[src/rtl/debounce_pkg.sv]
// rtl/debounce_pkg.sv - shared state type and constants for the switch debouncer
package debounce_pkg;

   typedef enum logic [1:0] {
      S_LOW       = 2'd0,
      S_WAIT_HIGH = 2'd1,
      S_HIGH      = 2'd2,
      S_WAIT_LOW  = 2'd3
   } deb_state_t;

   localparam int DEFAULT_STABLE_CYCLES = 100000;
   localparam int SYNC_DEPTH            = 2;

endpackage

[src/rtl/debounce_channel.sv]
// rtl/debounce_channel.sv - one-bit synchronizer plus debounce FSM
// Edge pulse outputs rise/fall exist only when DEBOUNCE_EDGE_EN is defined.
module debounce_channel
   import debounce_pkg::*;
#(
   parameter int STABLE_CYCLES = DEFAULT_STABLE_CYCLES,
   parameter int CNT_W         = $clog2(STABLE_CYCLES)
) (
   input  logic clk,
   input  logic rst,
   input  logic raw,
   output logic clean
`ifdef DEBOUNCE_EDGE_EN
 , output logic rise
 , output logic fall
`endif
);

   localparam logic [CNT_W-1:0] LAST = CNT_W'(STABLE_CYCLES - 1);

   logic [SYNC_DEPTH-1:0] sync_q;
   logic                  sync;
   deb_state_t            state;
   logic [CNT_W-1:0]      cnt;

   always_ff @(posedge clk or posedge rst) begin
      if (rst) begin
         sync_q <= '0;
      end else begin
         sync_q <= {sync_q[SYNC_DEPTH-2:0], raw};
      end
   end

   assign sync = sync_q[SYNC_DEPTH-1];

   // Counter only runs in the WAIT states and is cleared on every exit,
   // so it tops out at STABLE_CYCLES-1 and cannot wrap.
   always_ff @(posedge clk or posedge rst) begin
      if (rst) begin
         state <= S_LOW;
         cnt   <= '0;
         clean <= 1'b0;
`ifdef DEBOUNCE_EDGE_EN
         rise  <= 1'b0;
         fall  <= 1'b0;
`endif
      end else begin
`ifdef DEBOUNCE_EDGE_EN
         rise <= 1'b0;
         fall <= 1'b0;
`endif
         case (state)
            S_LOW: begin
               if (sync) begin
                  state <= S_WAIT_HIGH;
                  cnt   <= '0;
               end
            end
            S_WAIT_HIGH: begin
               if (!sync) begin
                  state <= S_LOW;
                  cnt   <= '0;
               end else if (cnt == LAST) begin
                  state <= S_HIGH;
                  clean <= 1'b1;
                  cnt   <= '0;
`ifdef DEBOUNCE_EDGE_EN
                  rise  <= 1'b1;
`endif
               end else begin
                  cnt <= cnt + CNT_W'(1);
               end
            end
            S_HIGH: begin
               if (!sync) begin
                  state <= S_WAIT_LOW;
                  cnt   <= '0;
               end
            end
            S_WAIT_LOW: begin
               if (sync) begin
                  state <= S_HIGH;
                  cnt   <= '0;
               end else if (cnt == LAST) begin
                  state <= S_LOW;
                  clean <= 1'b0;
                  cnt   <= '0;
`ifdef DEBOUNCE_EDGE_EN
                  fall  <= 1'b1;
`endif
               end else begin
                  cnt <= cnt + CNT_W'(1);
               end
            end
            default: begin
               state <= S_LOW;
               cnt   <= '0;
            end
         endcase
      end
   end

endmodule

[src/rtl/dual_switch_debounce.sv]
// rtl/dual_switch_debounce.sv - two independent debounced switch channels
// Edge pulse ports a_rise/a_fall/b_rise/b_fall exist only with DEBOUNCE_EDGE_EN.
module dual_switch_debounce
   import debounce_pkg::*;
#(
   parameter int STABLE_CYCLES = DEFAULT_STABLE_CYCLES,
   parameter int CNT_W         = $clog2(STABLE_CYCLES)
) (
   input  logic clk,
   input  logic rst,
   input  logic a_raw,
   input  logic b_raw,
   output logic a_clean,
   output logic b_clean
`ifdef DEBOUNCE_EDGE_EN
 , output logic a_rise
 , output logic a_fall
 , output logic b_rise
 , output logic b_fall
`endif
);

   debounce_channel #(
      .STABLE_CYCLES (STABLE_CYCLES),
      .CNT_W         (CNT_W)
   ) u_chan_a (
      .clk   (clk),
      .rst   (rst),
      .raw   (a_raw),
      .clean (a_clean)
`ifdef DEBOUNCE_EDGE_EN
    , .rise  (a_rise)
    , .fall  (a_fall)
`endif
   );

   debounce_channel #(
      .STABLE_CYCLES (STABLE_CYCLES),
      .CNT_W         (CNT_W)
   ) u_chan_b (
      .clk   (clk),
      .rst   (rst),
      .raw   (b_raw),
      .clean (b_clean)
`ifdef DEBOUNCE_EDGE_EN
    , .rise  (b_rise)
    , .fall  (b_fall)
`endif
   );

endmodule

[config.mk]
export PLATFORM = sky130hd
export DESIGN_NAME = dual_switch_debounce
export DESIGN_NICKNAME = d
export VERILOG_FILES = /design/src/rtl/debounce_pkg.sv /design/src/rtl/debounce_channel.sv /design/src/rtl/dual_switch_debounce.sv
export SDC_FILE = /design/constraint.sdc
export NUM_CORES = 1
export LEC_CHECK = 0
export CAP_MARGIN = 20
export CORE_ASPECT_RATIO = 1.5
export CORE_MARGIN = 2
export CORE_UTILIZATION = 56
export DETAILED_ROUTE_END_ITERATION = 7
export DONT_BUFFER_PORTS = 1
export GPL_ROUTABILITY_DRIVEN = 0
export MAX_ROUTING_LAYER = met4
export PLACE_DENSITY = 0.72
export SYNTH_ARGS = -nofsm -noshare
export SYNTH_HDL_FRONTEND = slang
export SYNTH_SLANG_ARGS = --single-unit
[constraint.sdc]
create_clock -name clk -period 2 [get_ports clk]
set_clock_uncertainty 0.15 [all_clocks]
set_input_delay 0 -clock clk [delete_from_list [all_inputs] [get_ports clk]]
set_output_delay 0 -clock clk [all_outputs]
set_load 0.01 [all_outputs]
==> results of run 1 <==
## worst reg2reg max path: cells and delay by family, from the launching register on
family          cells  cell delay [ps]
buf+inv             1              190
flops               1              400
compound gates      2              270
simple gates        3              850
## through the flow
step,power [uW],hold slack (ps)
after detailed placement,2080,-227
after floorplan,1710,-119
final,2720,8.97
after global routing,2890,73.2
after CTS,2680,13.0
after global placement,2060,-227
## cell usage in the layout (no fill, tap or decap), drive strengths merged, types with 2 or more instances in the layout
cell type | netlist | layout
clkbuf | 5 | 8
nor4bb | 2 | 2
a21oi | 12 | 12
mux2i | 2 | 2
o41ai | 2 | 2
o31ai | 2 | 2
buf | 4 | 54
nand3 | 20 | 20
or3 | 6 | 6
nor3 | 6 | 6
a31oi | 15 | 15
a22o | 2 | 2
nor2 | 11 | 11
nand4 | 4 | 4
nand2 | 35 | 35
and4 | 4 | 4
inv | 9 | 8
xor2 | 6 | 6
dfrtp | 44 | 44
dlygate4sd3 | 0 | 3
or4 | 2 | 2
or2 | 4 | 4
o21ai | 18 | 18
ha | 2 | 2
a41oi | 3 | 3
mux2 | 2 | 2
and3 | 7 | 7
nor4 | 2 | 2
## cell type report
cell class	count	area [um^2]
clock buffer	8	90.1
fill	276	1030
inverter	9	33.8
multi-input combinational	179	1140
sequential	44	1100
tap	45	56.3
timing repair buffer	57	435
## layer usage
| metal | vias to the layer above | GRT usage | wire [um] |
|---|---|---|---|
| li1 | 999 | - | - |
| met1 | 983 | 0.255 | 2090 |
| met2 | 37 | 0.468 | 3000 |
| met3 | 9 | 0.0504 | 145 |
| met4 | 0 | 0.0929 | 68 |
| met5 | - | - | 0 |
## final timing paths
kind	start	endpoint	slack (ps)	cells past startpoint
hold reg to reg	u_chan_b.sync_q[0]	u_chan_b.sync_q[1]	210	0
min in group clk	a_raw	u_chan_a.sync_q[0]	110	1
setup / recovery	u_chan_b.cnt[12]	u_chan_b.cnt[2]	10	6
hold / removal	rst	asynchronous set/reset pin	9	2
max in group asynchronous	rst	u_chan_b.cnt[10]	1120	3
setup reg to reg	u_chan_b.cnt[12]	u_chan_b.cnt[2]	10	6
## repair_timing
action                                  CTS  global route
gates resized for setup                   5            10
endpoints found under the setup margin   24            13
pin swaps                                 6             4
hold buffers                              3             0
buffers inserted                          1             2
hold endpoints to repair                 46             0
## registers in the layout, summed over array words and instances, names as in the netlist, named ones only
signal,flops
u_chan_a.clean,1
u_chan_a.cnt,17
u_chan_a.state,1
u_chan_a.sync_q,2
u_chan_b.clean,1
u_chan_b.cnt,17
u_chan_b.state,1
u_chan_b.sync_q,2
## where the power goes
| part | total [uW] | switching, uW | leakage, uW | internal (uW) |
|---|---|---|---|---|
| clock network | 577 | 295 | 0.0000455 | 282 |
| logic | 1090 | 623 | 0.000616 | 470 |
| registers | 1050 | 71.6 | 0.000594 | 981 |
| total | 2720 | 990 | 0.00126 | 1730 |
## cell families (layout without fill, tap and decap cells)
group	after synthesis	after routing
AOI/OAI and AO/OA	59	59
muxes	4	4
xor gates and xnor gates	7	7
buffers and inverters	18	74
adders and majority gates	2	2
DFF	44	44
and+or+nand+nor	107	107
==> run_summary.xml, run 1 <==
<?xml version="1.0" encoding="UTF-8"?>
<metrics>
  <group name="routing">
    <metric name="drt-initial-drc-count" unit="">89</metric>
    <metric name="routed_wire_length_per_instance" unit="um">15.5</metric>
    <metric name="remaining_antenna_violation_count_after_routing" unit="">0</metric>
    <metric name="detailedRoute.firstPassIterationCount" unit="">5</metric>
    <metric name="routed_wirelength" unit="um">5300</metric>
    <metric name="route.detailed.drc" unit="">0</metric>
    <metric name="average_via_count_per_standard_cell" unit="">5.93</metric>
    <metric name="routed_via_count" unit="">2028</metric>
  </group>
  <group name="timing">
    <metric name="period_share" unit="">0.994</metric>
    <metric name="slew_at_the_pin_closest_to_its_max_slew_limit" unit="ps">663</metric>
    <metric name="finalSetupViolCount" unit="">0</metric>
    <metric name="maxClockFrequency" unit="MHz">503</metric>
    <metric name="finalCriticalPeriod" unit="ps">1990</metric>
    <metric name="slew_violations" unit="">0</metric>
    <metric name="setup_ws" unit="ps">12.1</metric>
    <metric name="finalHoldViolations" unit="">0</metric>
    <metric name="grt_setup_unrepaired" unit="">true</metric>
    <metric name="slew_headroom" unit="">0.556</metric>
    <metric name="fin_setup_tns" unit="ps">0</metric>
  </group>
  <group name="yosys">
    <metric name="synth_compound_gate_area_share" unit="">0.160</metric>
    <metric name="syn-num-nets" unit="">247</metric>
    <metric name="yosys_most_used_dff" unit="">dfrtp_1</metric>
    <metric name="synth_adder_area_share" unit="">0.0111</metric>
    <metric name="muxShareOfSynthArea" unit="">0.0205</metric>
    <metric name="syn-instance-count" unit="">241</metric>
    <metric name="leading_post_synthesis_cells_by_instance_count" unit="">44 x dfrtp_1, 34 x nand2_1, 20 x nand3_1, 18 x o21ai_0, 15 x a31oi_1</metric>
    <metric name="synth_area_leader_cell" unit="">dfrtp_1</metric>
    <metric name="synth_edf_count" unit="">0</metric>
    <metric name="synth_xor_area_frac" unit="">0.0272</metric>
    <metric name="synth_top_cells_by_area" unit="">dfrtp_1 49%, nand2_1 5.7%, nand3_1 4.4%</metric>
    <metric name="syn-cell-area" unit="um^2">2250</metric>
    <metric name="postSynthRegisterBits" unit="">44</metric>
    <metric name="synth_top_family_by_area" unit="">simple AND/OR/NAND/NOR gates</metric>
    <metric name="yosys.area.top_type_share" unit="">0.488</metric>
    <metric name="asyncSetResetFlopFracSynth" unit="">1.00</metric>
    <metric name="synth.yosys.seq_area_share" unit="">0.488</metric>
    <metric name="synth-warning-count" unit="">0</metric>
    <metric name="yosysUniqueCellTypes" unit="">44</metric>
    <metric name="synthMostInstantiatedCell" unit="">dfrtp_1</metric>
    <metric name="area_fraction_in_and_or_nand_and_nor_cells_after_synthesis" unit="">0.257</metric>
    <metric name="post_synth.cell_area_avg" unit="um^2">9.36</metric>
  </group>
  <group name="worst_setup_path">
    <metric name="setup_crit_start_kind" unit="">flop</metric>
    <metric name="cp.required" unit="ps">2020</metric>
    <metric name="critical_path.top_delay_family" unit="">simple AND/OR/NAND/NOR gates</metric>
    <metric name="delay_of_the_slowest_cell_on_the_worst_path" unit="ps">530</metric>
    <metric name="cp_slowest_cell" unit="">or4_4</metric>
    <metric name="critical_path_buf_inv_count" unit="">1</metric>
    <metric name="type_of_element_capturing_the_critical_path" unit="">flop</metric>
    <metric name="worstPathCellList" unit="">or4_4 &gt; nor4_4 &gt; buf_4 &gt; nor2_4 &gt; a21oi_1 &gt; a31oi_1</metric>
    <metric name="cp_max_fo" unit="">16</metric>
    <metric name="timing.critical_path.arrival" unit="ps">2010</metric>
    <metric name="ws_path_type" unit="">reg -&gt; reg</metric>
  </group>
  <group name="outcome">
    <metric name="run_status" unit="">completed</metric>
  </group>
  <group name="clock_network">
    <metric name="cts_tree" unit="">done</metric>
    <metric name="cts-root-to-sink-buffers" unit="">2</metric>
    <metric name="cts_root_buf" unit="">clkbuf_8</metric>
    <metric name="clock_sinks" unit="">44</metric>
    <metric name="worstSkewPairLatency" unit="ps">300</metric>
    <metric name="clk_pin_slew" unit="ps">80</metric>
    <metric name="cts-buffers-inserted" unit="">5</metric>
    <metric name="cts.htree.levels" unit="">2</metric>
  </group>
  <group name="placement">
    <metric name="post_dp_cell_area" unit="um^2">2660</metric>
    <metric name="place_ws" unit="ps">-272</metric>
    <metric name="quantity_of_i_o_buffers_inserted_on_ports" unit="">0</metric>
    <metric name="placedCellCount" unit="">328</metric>
    <metric name="dpl.hpwl" unit="um">3790</metric>
  </group>
  <group name="global_routing">
    <metric name="overflow" unit="">0</metric>
    <metric name="initial_antenna_violation_count" unit="">0</metric>
    <metric name="grt_max_degree" unit="">20</metric>
    <metric name="grt_pass1_wl" unit="um">8420</metric>
    <metric name="vias_in_the_first_global_route" unit="">1904</metric>
    <metric name="global_route.usage.total" unit="">0.248</metric>
  </group>
  <group name="layout">
    <metric name="n_antenna_cell" unit="">0</metric>
    <metric name="final_util" unit="">0.735</metric>
    <metric name="nNetsFinal" unit="">302</metric>
    <metric name="post_layout_nonfiller_instances" unit="">342</metric>
    <metric name="synthToLayoutAreaGrowth" unit="%">26.7</metric>
    <metric name="post-route-cell-area" unit="um^2">2860</metric>
    <metric name="proportion_of_layout_cells_with_a_drive_suffix_above_1" unit="">0.286</metric>
  </group>
  <group name="die">
    <metric name="io-pin-count" unit="">6</metric>
    <metric name="core.rowCount" unit="">28</metric>
    <metric name="floorplan.initialDensity" unit="">0.580</metric>
    <metric name="die_y" unit="um">81.7</metric>
    <metric name="die_footprint" unit="um^2">4560</metric>
    <metric name="coreArea" unit="um^2">3890</metric>
    <metric name="die-width" unit="um">55.8</metric>
  </group>
  <group name="power_and_ir_drop">
    <metric name="power.leakage" unit="uW">0.00126</metric>
    <metric name="irDropWorstVdd" unit="V">0.000801</metric>
    <metric name="pwr_density_cell" unit="nW/um^2">953</metric>
  </group>
  <group name="hold_path">
    <metric name="worstHoldPathType" unit="">in -&gt; async</metric>
  </group>
  <group name="flow_run">
    <metric name="max_cap_viol_count" unit="">0</metric>
  </group>
</metrics>
Power figures use the tool's default switching activity.
==> run 2, diff against run 1 <==
--- a/config.mk
+++ b/config.mk
@@ -6,14 +6,17 @@
 export NUM_CORES = 1
 export LEC_CHECK = 0
 export CAP_MARGIN = 20
+export CELL_PAD_IN_SITES_DETAIL_PLACEMENT = 1
+export CELL_PAD_IN_SITES_GLOBAL_PLACEMENT = 1
 export CORE_ASPECT_RATIO = 1.5
-export CORE_MARGIN = 2
-export CORE_UTILIZATION = 56
+export CORE_MARGIN = 3
+export CORE_UTILIZATION = 45
 export DETAILED_ROUTE_END_ITERATION = 7
 export DONT_BUFFER_PORTS = 1
 export GPL_ROUTABILITY_DRIVEN = 0
 export MAX_ROUTING_LAYER = met4
-export PLACE_DENSITY = 0.72
+export PLACE_DENSITY = 0.73
 export SYNTH_ARGS = -nofsm -noshare
 export SYNTH_HDL_FRONTEND = slang
+export SYNTH_HIERARCHICAL = 1
 export SYNTH_SLANG_ARGS = --single-unit
==> run_summary.xml, run 2 <==
<?xml version="1.0" encoding="UTF-8"?>
<metrics>
  <group name="outcome">
    <metric name="run_status" unit="">completed</metric>
  </group>
  <group name="power_and_ir_drop">
    <metric name="reported_net_switching_power" unit="uW">1050</metric>
    <metric name="clock_power_share" unit="">0.249</metric>
    <metric name="post-layout-total-power" unit="uW">2770</metric>
    <metric name="internal-power" unit="uW">1720</metric>
    <metric name="share_of_total_power_in_sequential_cells" unit="">0.391</metric>
    <metric name="swShare" unit="">0.378</metric>
    <metric name="irDropWorstVdd" unit="V">0.000476</metric>
    <metric name="combPwrFrac" unit="">0.360</metric>
    <metric name="pwr_density_cell" unit="nW/um^2">960</metric>
    <metric name="power.leakage" unit="uW">0.00119</metric>
  </group>
  <group name="yosys">
    <metric name="syn-num-nets" unit="">262</metric>
    <metric name="syn-cell-area" unit="um^2">2500</metric>
    <metric name="leading_post_synthesis_cells_by_instance_count" unit="">44 x dfrtp_1, 30 x nand3_1, 28 x nand2_1, 12 x nand4_1</metric>
    <metric name="yosysUniqueCellTypes" unit="">47</metric>
    <metric name="synth_edf_count" unit="">0</metric>
    <metric name="synth_area_leader_cell" unit="">dfrtp_1</metric>
    <metric name="asyncSetResetFlopFracSynth" unit="">1.00</metric>
    <metric name="synth-warning-count" unit="">6</metric>
    <metric name="synthMostInstantiatedCell" unit="">dfrtp_1</metric>
    <metric name="syn-instance-count" unit="">256</metric>
    <metric name="yosys_most_used_dff" unit="">dfrtp_1</metric>
    <metric name="post_synth.cell_area_avg" unit="um^2">9.76</metric>
    <metric name="synth_top_cells_by_area" unit="">dfrtp_1 44%, nand3_1 6.0%, nand2_1 4.2%</metric>
    <metric name="postSynthRegisterBits" unit="">44</metric>
    <metric name="yosys.area.top_type_share" unit="">0.441</metric>
    <metric name="synth.yosys.seq_area_share" unit="">0.441</metric>
  </group>
  <group name="timing">
    <metric name="slew_headroom" unit="">0.699</metric>
    <metric name="grt_setup_unrepaired" unit="">true</metric>
    <metric name="slew_violations" unit="">0</metric>
    <metric name="fin_worst_hold_slack" unit="ps">59.8</metric>
    <metric name="finalHoldViolations" unit="">0</metric>
    <metric name="period_share" unit="">0.972</metric>
    <metric name="maxClockFrequency" unit="MHz">515</metric>
    <metric name="finalSetupViolCount" unit="">0</metric>
    <metric name="slew_at_the_pin_closest_to_its_max_slew_limit" unit="ps">451</metric>
    <metric name="finalCriticalPeriod" unit="ps">1940</metric>
  </group>
  <group name="routing">
    <metric name="drt-initial-drc-count" unit="">90</metric>
    <metric name="remaining_antenna_violation_count_after_routing" unit="">0</metric>
    <metric name="route.detailed.drc" unit="">0</metric>
    <metric name="average_via_count_per_standard_cell" unit="">5.97</metric>
    <metric name="routed_via_count" unit="">2132</metric>
    <metric name="detailedRoute.firstPassIterationCount" unit="">5</metric>
    <metric name="routed_wirelength" unit="um">6600</metric>
    <metric name="routed_wire_length_per_instance" unit="um">18.5</metric>
  </group>
  <group name="global_routing">
    <metric name="grt_pass1_wl" unit="um">11400</metric>
    <metric name="overflow" unit="">0</metric>
    <metric name="vias_in_the_first_global_route" unit="">2402</metric>
    <metric name="global_route.usage.total" unit="">0.231</metric>
    <metric name="grt_max_degree" unit="">23</metric>
    <metric name="initial_antenna_violation_count" unit="">0</metric>
  </group>
  <group name="die">
    <metric name="die_footprint" unit="um^2">6500</metric>
    <metric name="io-pin-count" unit="">6</metric>
    <metric name="die-width" unit="um">66.8</metric>
    <metric name="die_y" unit="um">97.2</metric>
    <metric name="floorplan.initialDensity" unit="">0.476</metric>
    <metric name="core.rowCount" unit="">32</metric>
    <metric name="coreArea" unit="um^2">5250</metric>
  </group>
  <group name="placement">
    <metric name="post_dp_cell_area" unit="um^2">2710</metric>
    <metric name="quantity_of_i_o_buffers_inserted_on_ports" unit="">0</metric>
    <metric name="placedCellCount" unit="">344</metric>
    <metric name="dpl.hpwl" unit="um">4660</metric>
  </group>
  <group name="hold_path">
    <metric name="worstHoldPathType" unit="">in -&gt; async</metric>
  </group>
  <group name="worst_setup_path">
    <metric name="r2r.worst_path.cells" unit="">5</metric>
    <metric name="timing.critical_path.arrival" unit="ps">2020</metric>
    <metric name="ws_path_type" unit="">reg -&gt; reg</metric>
    <metric name="cp.required" unit="ps">2080</metric>
    <metric name="cp_max_fo" unit="">4</metric>
    <metric name="type_of_element_capturing_the_critical_path" unit="">flop</metric>
    <metric name="rrSetupSlack" unit="ps">60</metric>
    <metric name="reg2reg_to" unit="">u_chan_b/cnt[16]</metric>
    <metric name="origin_of_the_critical_flop_to_flop_path" unit="">u_chan_b/cnt[1]</metric>
    <metric name="setup_crit_start_kind" unit="">flop</metric>
  </group>
  <group name="layout">
    <metric name="n_antenna_cell" unit="">0</metric>
    <metric name="layout.cells.most_common" unit="">dfrtp_1</metric>
    <metric name="biggestRegsByFlops" unit="">u_chan_a/cnt (17), u_chan_b/cnt (17)</metric>
    <metric name="synthToLayoutAreaGrowth" unit="%">15.5</metric>
    <metric name="post_layout_nonfiller_instances" unit="">357</metric>
    <metric name="nNetsFinal" unit="">294</metric>
    <metric name="post-route-cell-area" unit="um^2">2890</metric>
    <metric name="final_cell_mix" unit="">44 x dfrtp_1, 32 x buf_4, 30 x nand3_1</metric>
    <metric name="proportion_of_layout_cells_with_a_drive_suffix_above_1" unit="">0.225</metric>
    <metric name="nFillCells" unit="">613</metric>
  </group>
  <group name="clock_network">
    <metric name="cts-buffers-inserted" unit="">5</metric>
    <metric name="cts_tree" unit="">done</metric>
    <metric name="cts-root-to-sink-buffers" unit="">2</metric>
    <metric name="cts.htree.levels" unit="">2</metric>
    <metric name="worstSkewPairLatency" unit="ps">300</metric>
    <metric name="cts_root_buf" unit="">clkbuf_8</metric>
    <metric name="clock_sinks" unit="">44</metric>
    <metric name="clk_pin_slew" unit="ps">90</metric>
  </group>
  <group name="flow_run">
    <metric name="max_cap_viol_count" unit="">0</metric>
  </group>
</metrics>
-- run 2: area by class of cell --
type                            instances  area, um^2  share of cell area
Sequential cell                        44        1100               0.382
Tap cell                               68        85.1              0.0295
Timing Repair Buffer                   35         270              0.0937
Clock buffer                            6        72.6              0.0252
Multi-Input combinational cell        194        1290               0.448
Inverter                                8        30.0              0.0104
Clock inverter                          2        35.0              0.0121
-- run 2: how the worst max path moves through the flow --
stage | endpoint | start | depth (start not counted)
finish | u_chan_b/cnt[16] | u_chan_b/cnt[1] | 5
global route | u_chan_a/cnt[16] | u_chan_a/cnt[1] | 5
CTS | u_chan_b/cnt[16] | u_chan_b/cnt[1] | 5
detailed placement | u_chan_b/cnt[16] | u_chan_b/cnt[1] | 5
global placement | u_chan_b/cnt[16] | u_chan_b/cnt[1] | 5
floorplan | u_chan_a/cnt[16] | u_chan_a/cnt[0] | 5
-- run 2: layer usage --
metal  GRT usage  wire length [um]
met1       0.239              2450
met2       0.420              3870
met3      0.0336                89
met4      0.0955               194
met5           -                 0
-- run 2: logic make-up (layout without fill, tap and decap cells) --
| family | Yosys count | count (layout) | synth area share |
|---|---|---|---|
| xor gates and xnor gates | 10 | 10 | 0.0351 |
| adders and majority gates | 2 | 2 | 0.0100 |
| and+or+nand+nor | 126 | 126 | 0.308 |
| muxes | 8 | 8 | 0.0331 |
| buffers and inverters | 18 | 51 | 0.0501 |
| DFF | 44 | 44 | 0.441 |
| AOI/OAI and AO/OA | 48 | 48 | 0.123 |
-- run 2: worst max-delay path, stage by stage (launching register included) --
cell and delay, ps:
dfrtp_1 430, ha_4 160, nand4_1 100, or4_1 550, or3b_1 360, mux2i_1 130
-- run 2: what timing repair did --
action | in CTS | in global routing
setup buffers | 0 | 2
hold buffers | 3 | 0
gates resized for setup | 0 | 5
endpoints found under the setup margin | 0 | 6
endpoints found under the hold margin | 46 | 0
-- run 2: power groups by stage --
stage | Combinational (uW) | Clock [uW] | Sequential, uW
after floorplan | 636 | 0 | 1080
after global placement | 926 | 0 | 1080
after detailed placement | 940 | 0 | 1090
after CTS | 957 | 717 | 1070
after global routing | 1120 | 749 | 1090
final | 997 | 690 | 1080
-- run 2: per-stage QoR --
| stage | setup TNS, ps | util | setup WS [ps] |
|---|---|---|---|
| 2_1_floorplan | 0 | - | 111 |
| 6_report | 0 | 0.550 | 56.4 |
| 4_1_cts | 0 | 0.543 | 14.6 |
| 3_5_place_dp | 0 | 0.517 | 27.9 |
| 3_3_place_gp | 0 | 0.517 | 132 |
| 5_1_grt | -30.5 | 0.550 | -19.2 |
==> run 3, diff against run 2 <==
--- a/config.mk
+++ b/config.mk
@@ -10,12 +10,13 @@
 export CELL_PAD_IN_SITES_GLOBAL_PLACEMENT = 1
 export CORE_ASPECT_RATIO = 1.5
 export CORE_MARGIN = 3
-export CORE_UTILIZATION = 45
+export CORE_UTILIZATION = 47
+export CTS_BUF_LIST = sky130_fd_sc_hd__clkbuf_4 sky130_fd_sc_hd__clkbuf_8
 export DETAILED_ROUTE_END_ITERATION = 7
 export DONT_BUFFER_PORTS = 1
 export GPL_ROUTABILITY_DRIVEN = 0
 export MAX_ROUTING_LAYER = met4
-export PLACE_DENSITY = 0.73
+export PLACE_DENSITY = 0.76
 export SYNTH_ARGS = -nofsm -noshare
 export SYNTH_HDL_FRONTEND = slang
 export SYNTH_HIERARCHICAL = 1
==> run_summary.xml, run 3 (synthesized netlist as in run 2, its figures left out) <==
<?xml version="1.0" encoding="UTF-8"?>
<metrics>
  <group name="outcome">
    <metric name="run_status" unit="">completed</metric>
  </group>
  <group name="global_routing">
    <metric name="grt_use_met3" unit="">0.0330</metric>
    <metric name="globalRouteMet1Util" unit="">0.229</metric>
    <metric name="overflow" unit="">0</metric>
    <metric name="grt_pass1_wl" unit="um">11200</metric>
    <metric name="global_route.usage.total" unit="">0.240</metric>
    <metric name="initial_antenna_violation_count" unit="">0</metric>
    <metric name="grt_max_degree" unit="">23</metric>
    <metric name="globalRouteMet2Util" unit="">0.457</metric>
    <metric name="grt_most_used_layer" unit="">met2</metric>
    <metric name="vias_in_the_first_global_route" unit="">2359</metric>
  </group>
  <group name="power_and_ir_drop">
    <metric name="clock_power_share" unit="">0.250</metric>
    <metric name="power.leakage" unit="uW">0.00121</metric>
    <metric name="share_of_total_power_in_sequential_cells" unit="">0.384</metric>
    <metric name="combPwrFrac" unit="">0.366</metric>
    <metric name="irDropWorstVdd" unit="V">0.000506</metric>
    <metric name="pwr_density_cell" unit="nW/um^2">965</metric>
    <metric name="internal-power" unit="uW">1760</metric>
    <metric name="reported_net_switching_power" unit="uW">1030</metric>
    <metric name="swShare" unit="">0.370</metric>
  </group>
  <group name="timing">
    <metric name="fin_worst_hold_slack" unit="ps">59.6</metric>
    <metric name="period_share" unit="">0.991</metric>
    <metric name="finalHoldViolations" unit="">0</metric>
    <metric name="slew_headroom" unit="">0.425</metric>
    <metric name="maxClockFrequency" unit="MHz">504</metric>
    <metric name="slew_violations" unit="">0</metric>
    <metric name="grt_setup_unrepaired" unit="">true</metric>
    <metric name="finalSetupViolCount" unit="">0</metric>
    <metric name="finalCriticalPeriod" unit="ps">1980</metric>
    <metric name="slew_at_the_pin_closest_to_its_max_slew_limit" unit="ps">861</metric>
  </group>
  <group name="layout">
    <metric name="final_util" unit="">0.583</metric>
    <metric name="multi_input_comb_area" unit="um^2">1280</metric>
    <metric name="proportion_of_layout_cells_with_a_drive_suffix_above_1" unit="">0.228</metric>
    <metric name="final_cell_mix" unit="">44 x dfrtp_1, 31 x buf_4, 30 x nand3_1</metric>
    <metric name="nNetsFinal" unit="">295</metric>
    <metric name="ff_latch_area" unit="um^2">1100</metric>
    <metric name="layout.cells.most_common" unit="">dfrtp_1</metric>
    <metric name="synthToLayoutAreaGrowth" unit="%">15.9</metric>
    <metric name="n_antenna_cell" unit="">0</metric>
    <metric name="nFillCells" unit="">598</metric>
    <metric name="biggestRegsByFlops" unit="">u_chan_a/cnt (17), u_chan_b/cnt (17)</metric>
  </group>
  <group name="routing">
    <metric name="routed_wire_length_per_instance" unit="um">18.4</metric>
    <metric name="remaining_antenna_violation_count_after_routing" unit="">0</metric>
    <metric name="route.detailed.drc" unit="">0</metric>
    <metric name="routed_via_count" unit="">2138</metric>
    <metric name="routed_wirelength" unit="um">6550</metric>
    <metric name="detailedRoute.firstPassIterationCount" unit="">4</metric>
    <metric name="drt-initial-drc-count" unit="">59</metric>
    <metric name="average_via_count_per_standard_cell" unit="">6.01</metric>
  </group>
  <group name="die">
    <metric name="die_y" unit="um">95.3</metric>
    <metric name="die_footprint" unit="um^2">6240</metric>
    <metric name="floorplan.initialDensity" unit="">0.503</metric>
    <metric name="coreArea" unit="um^2">4960</metric>
    <metric name="core.rowCount" unit="">31</metric>
    <metric name="die-width" unit="um">65.5</metric>
    <metric name="io-pin-count" unit="">6</metric>
  </group>
  <group name="worst_setup_path">
    <metric name="rrSetupSlack" unit="ps">20</metric>
    <metric name="reg2reg_to" unit="">u_chan_a/cnt[16]</metric>
    <metric name="ws_path_type" unit="">reg -&gt; reg</metric>
    <metric name="cp.required" unit="ps">2080</metric>
    <metric name="setup_crit_start_kind" unit="">flop</metric>
    <metric name="type_of_element_capturing_the_critical_path" unit="">flop</metric>
    <metric name="origin_of_the_critical_flop_to_flop_path" unit="">u_chan_a/cnt[1]</metric>
    <metric name="cp_max_fo" unit="">4</metric>
    <metric name="timing.critical_path.arrival" unit="ps">2060</metric>
    <metric name="r2r.worst_path.cells" unit="">5</metric>
  </group>
  <group name="clock_network">
    <metric name="cts_tree" unit="">done</metric>
    <metric name="clock_sinks" unit="">44</metric>
    <metric name="clk_pin_slew" unit="ps">80</metric>
    <metric name="cts-buffers-inserted" unit="">5</metric>
    <metric name="cts.htree.levels" unit="">2</metric>
    <metric name="cts_root_buf" unit="">clkbuf_8</metric>
    <metric name="worstSkewPairLatency" unit="ps">300</metric>
    <metric name="cts-root-to-sink-buffers" unit="">2</metric>
  </group>
  <group name="placement">
    <metric name="dpl.hpwl" unit="um">4800</metric>
    <metric name="quantity_of_i_o_buffers_inserted_on_ports" unit="">0</metric>
  </group>
  <group name="hold_path">
    <metric name="worstHoldPathType" unit="">in -&gt; async</metric>
  </group>
  <group name="flow_run">
    <metric name="max_cap_viol_count" unit="">0</metric>
  </group>
</metrics>
run 3: how the worst max path moves through the flow:
stage / from / to / cells after the start
after floorplan: u_chan_a/cnt[0] / u_chan_a/cnt[16] / 5
after global placement: u_chan_b/cnt[1] / u_chan_b/cnt[16] / 5
after detailed placement: u_chan_a/cnt[1] / u_chan_a/cnt[16] / 5
after CTS: u_chan_a/cnt[1] / u_chan_a/cnt[16] / 5
after global routing: u_chan_a/cnt[1] / u_chan_a/cnt[16] / 5
final: u_chan_a/cnt[1] / u_chan_a/cnt[16] / 5
run 3: final cells by class:
class / instances / share of cell area
Multi-Input combinational cell: 194 / 0.444
Clock inverter: 2 / 0.0121
Tap cell: 66 / 0.0285
Sequential cell: 44 / 0.380
Clock buffer: 6 / 0.0264
Inverter: 8 / 0.0104
Timing Repair Buffer: 36 / 0.0986
run 3: through the flow:
step	total power [uW]	instance area (um^2)	cells	setup WS [ps]	TNS (ps)
final	2790	2890	356	17.6	0
after detailed placement	2080	2720	343	45.8	0
after global placement	2040	2720	343	130	0
after global routing	2970	2890	356	-78.1	-117
after CTS	2790	2860	354	27.1	0
after floorplan	1720	2500	256	111	0
run 3: worst max-delay path, stage by stage (launching register included):
cell and delay [ps]:
dfrtp_1 400, ha_2 210, nand4_1 110, or4_4 540
or3b_1 380, mux2i_1 130
run 3: what timing repair did:
action,CTS,global route
hold buffers,3,0
setup endpoints to repair,0,7
buffers inserted,0,2
endpoints found under the hold margin,46,0
resized for setup,0,5
run 3: layer usage:
| metal | up-vias | part of all wire | routed length [um] |
|---|---|---|---|
| met3 | 20 | 0.014 | 91 |
| met4 | 0 | 0.037 | 241 |
| met1 | 1057 | 0.37 | 2400 |
| li1 | 1037 | - | - |
| met5 | - | 0 | 0 |
| met2 | 24 | 0.58 | 3810 |
run 3: power by group through the flow:
stage	Combinational, uW	Sequential [uW]	Clock (uW)
final	1020	1070	700
after floorplan	636	1080	0
after CTS	998	1070	715
after global placement	957	1080	0
after detailed placement	987	1090	0
after global routing	1130	1090	749
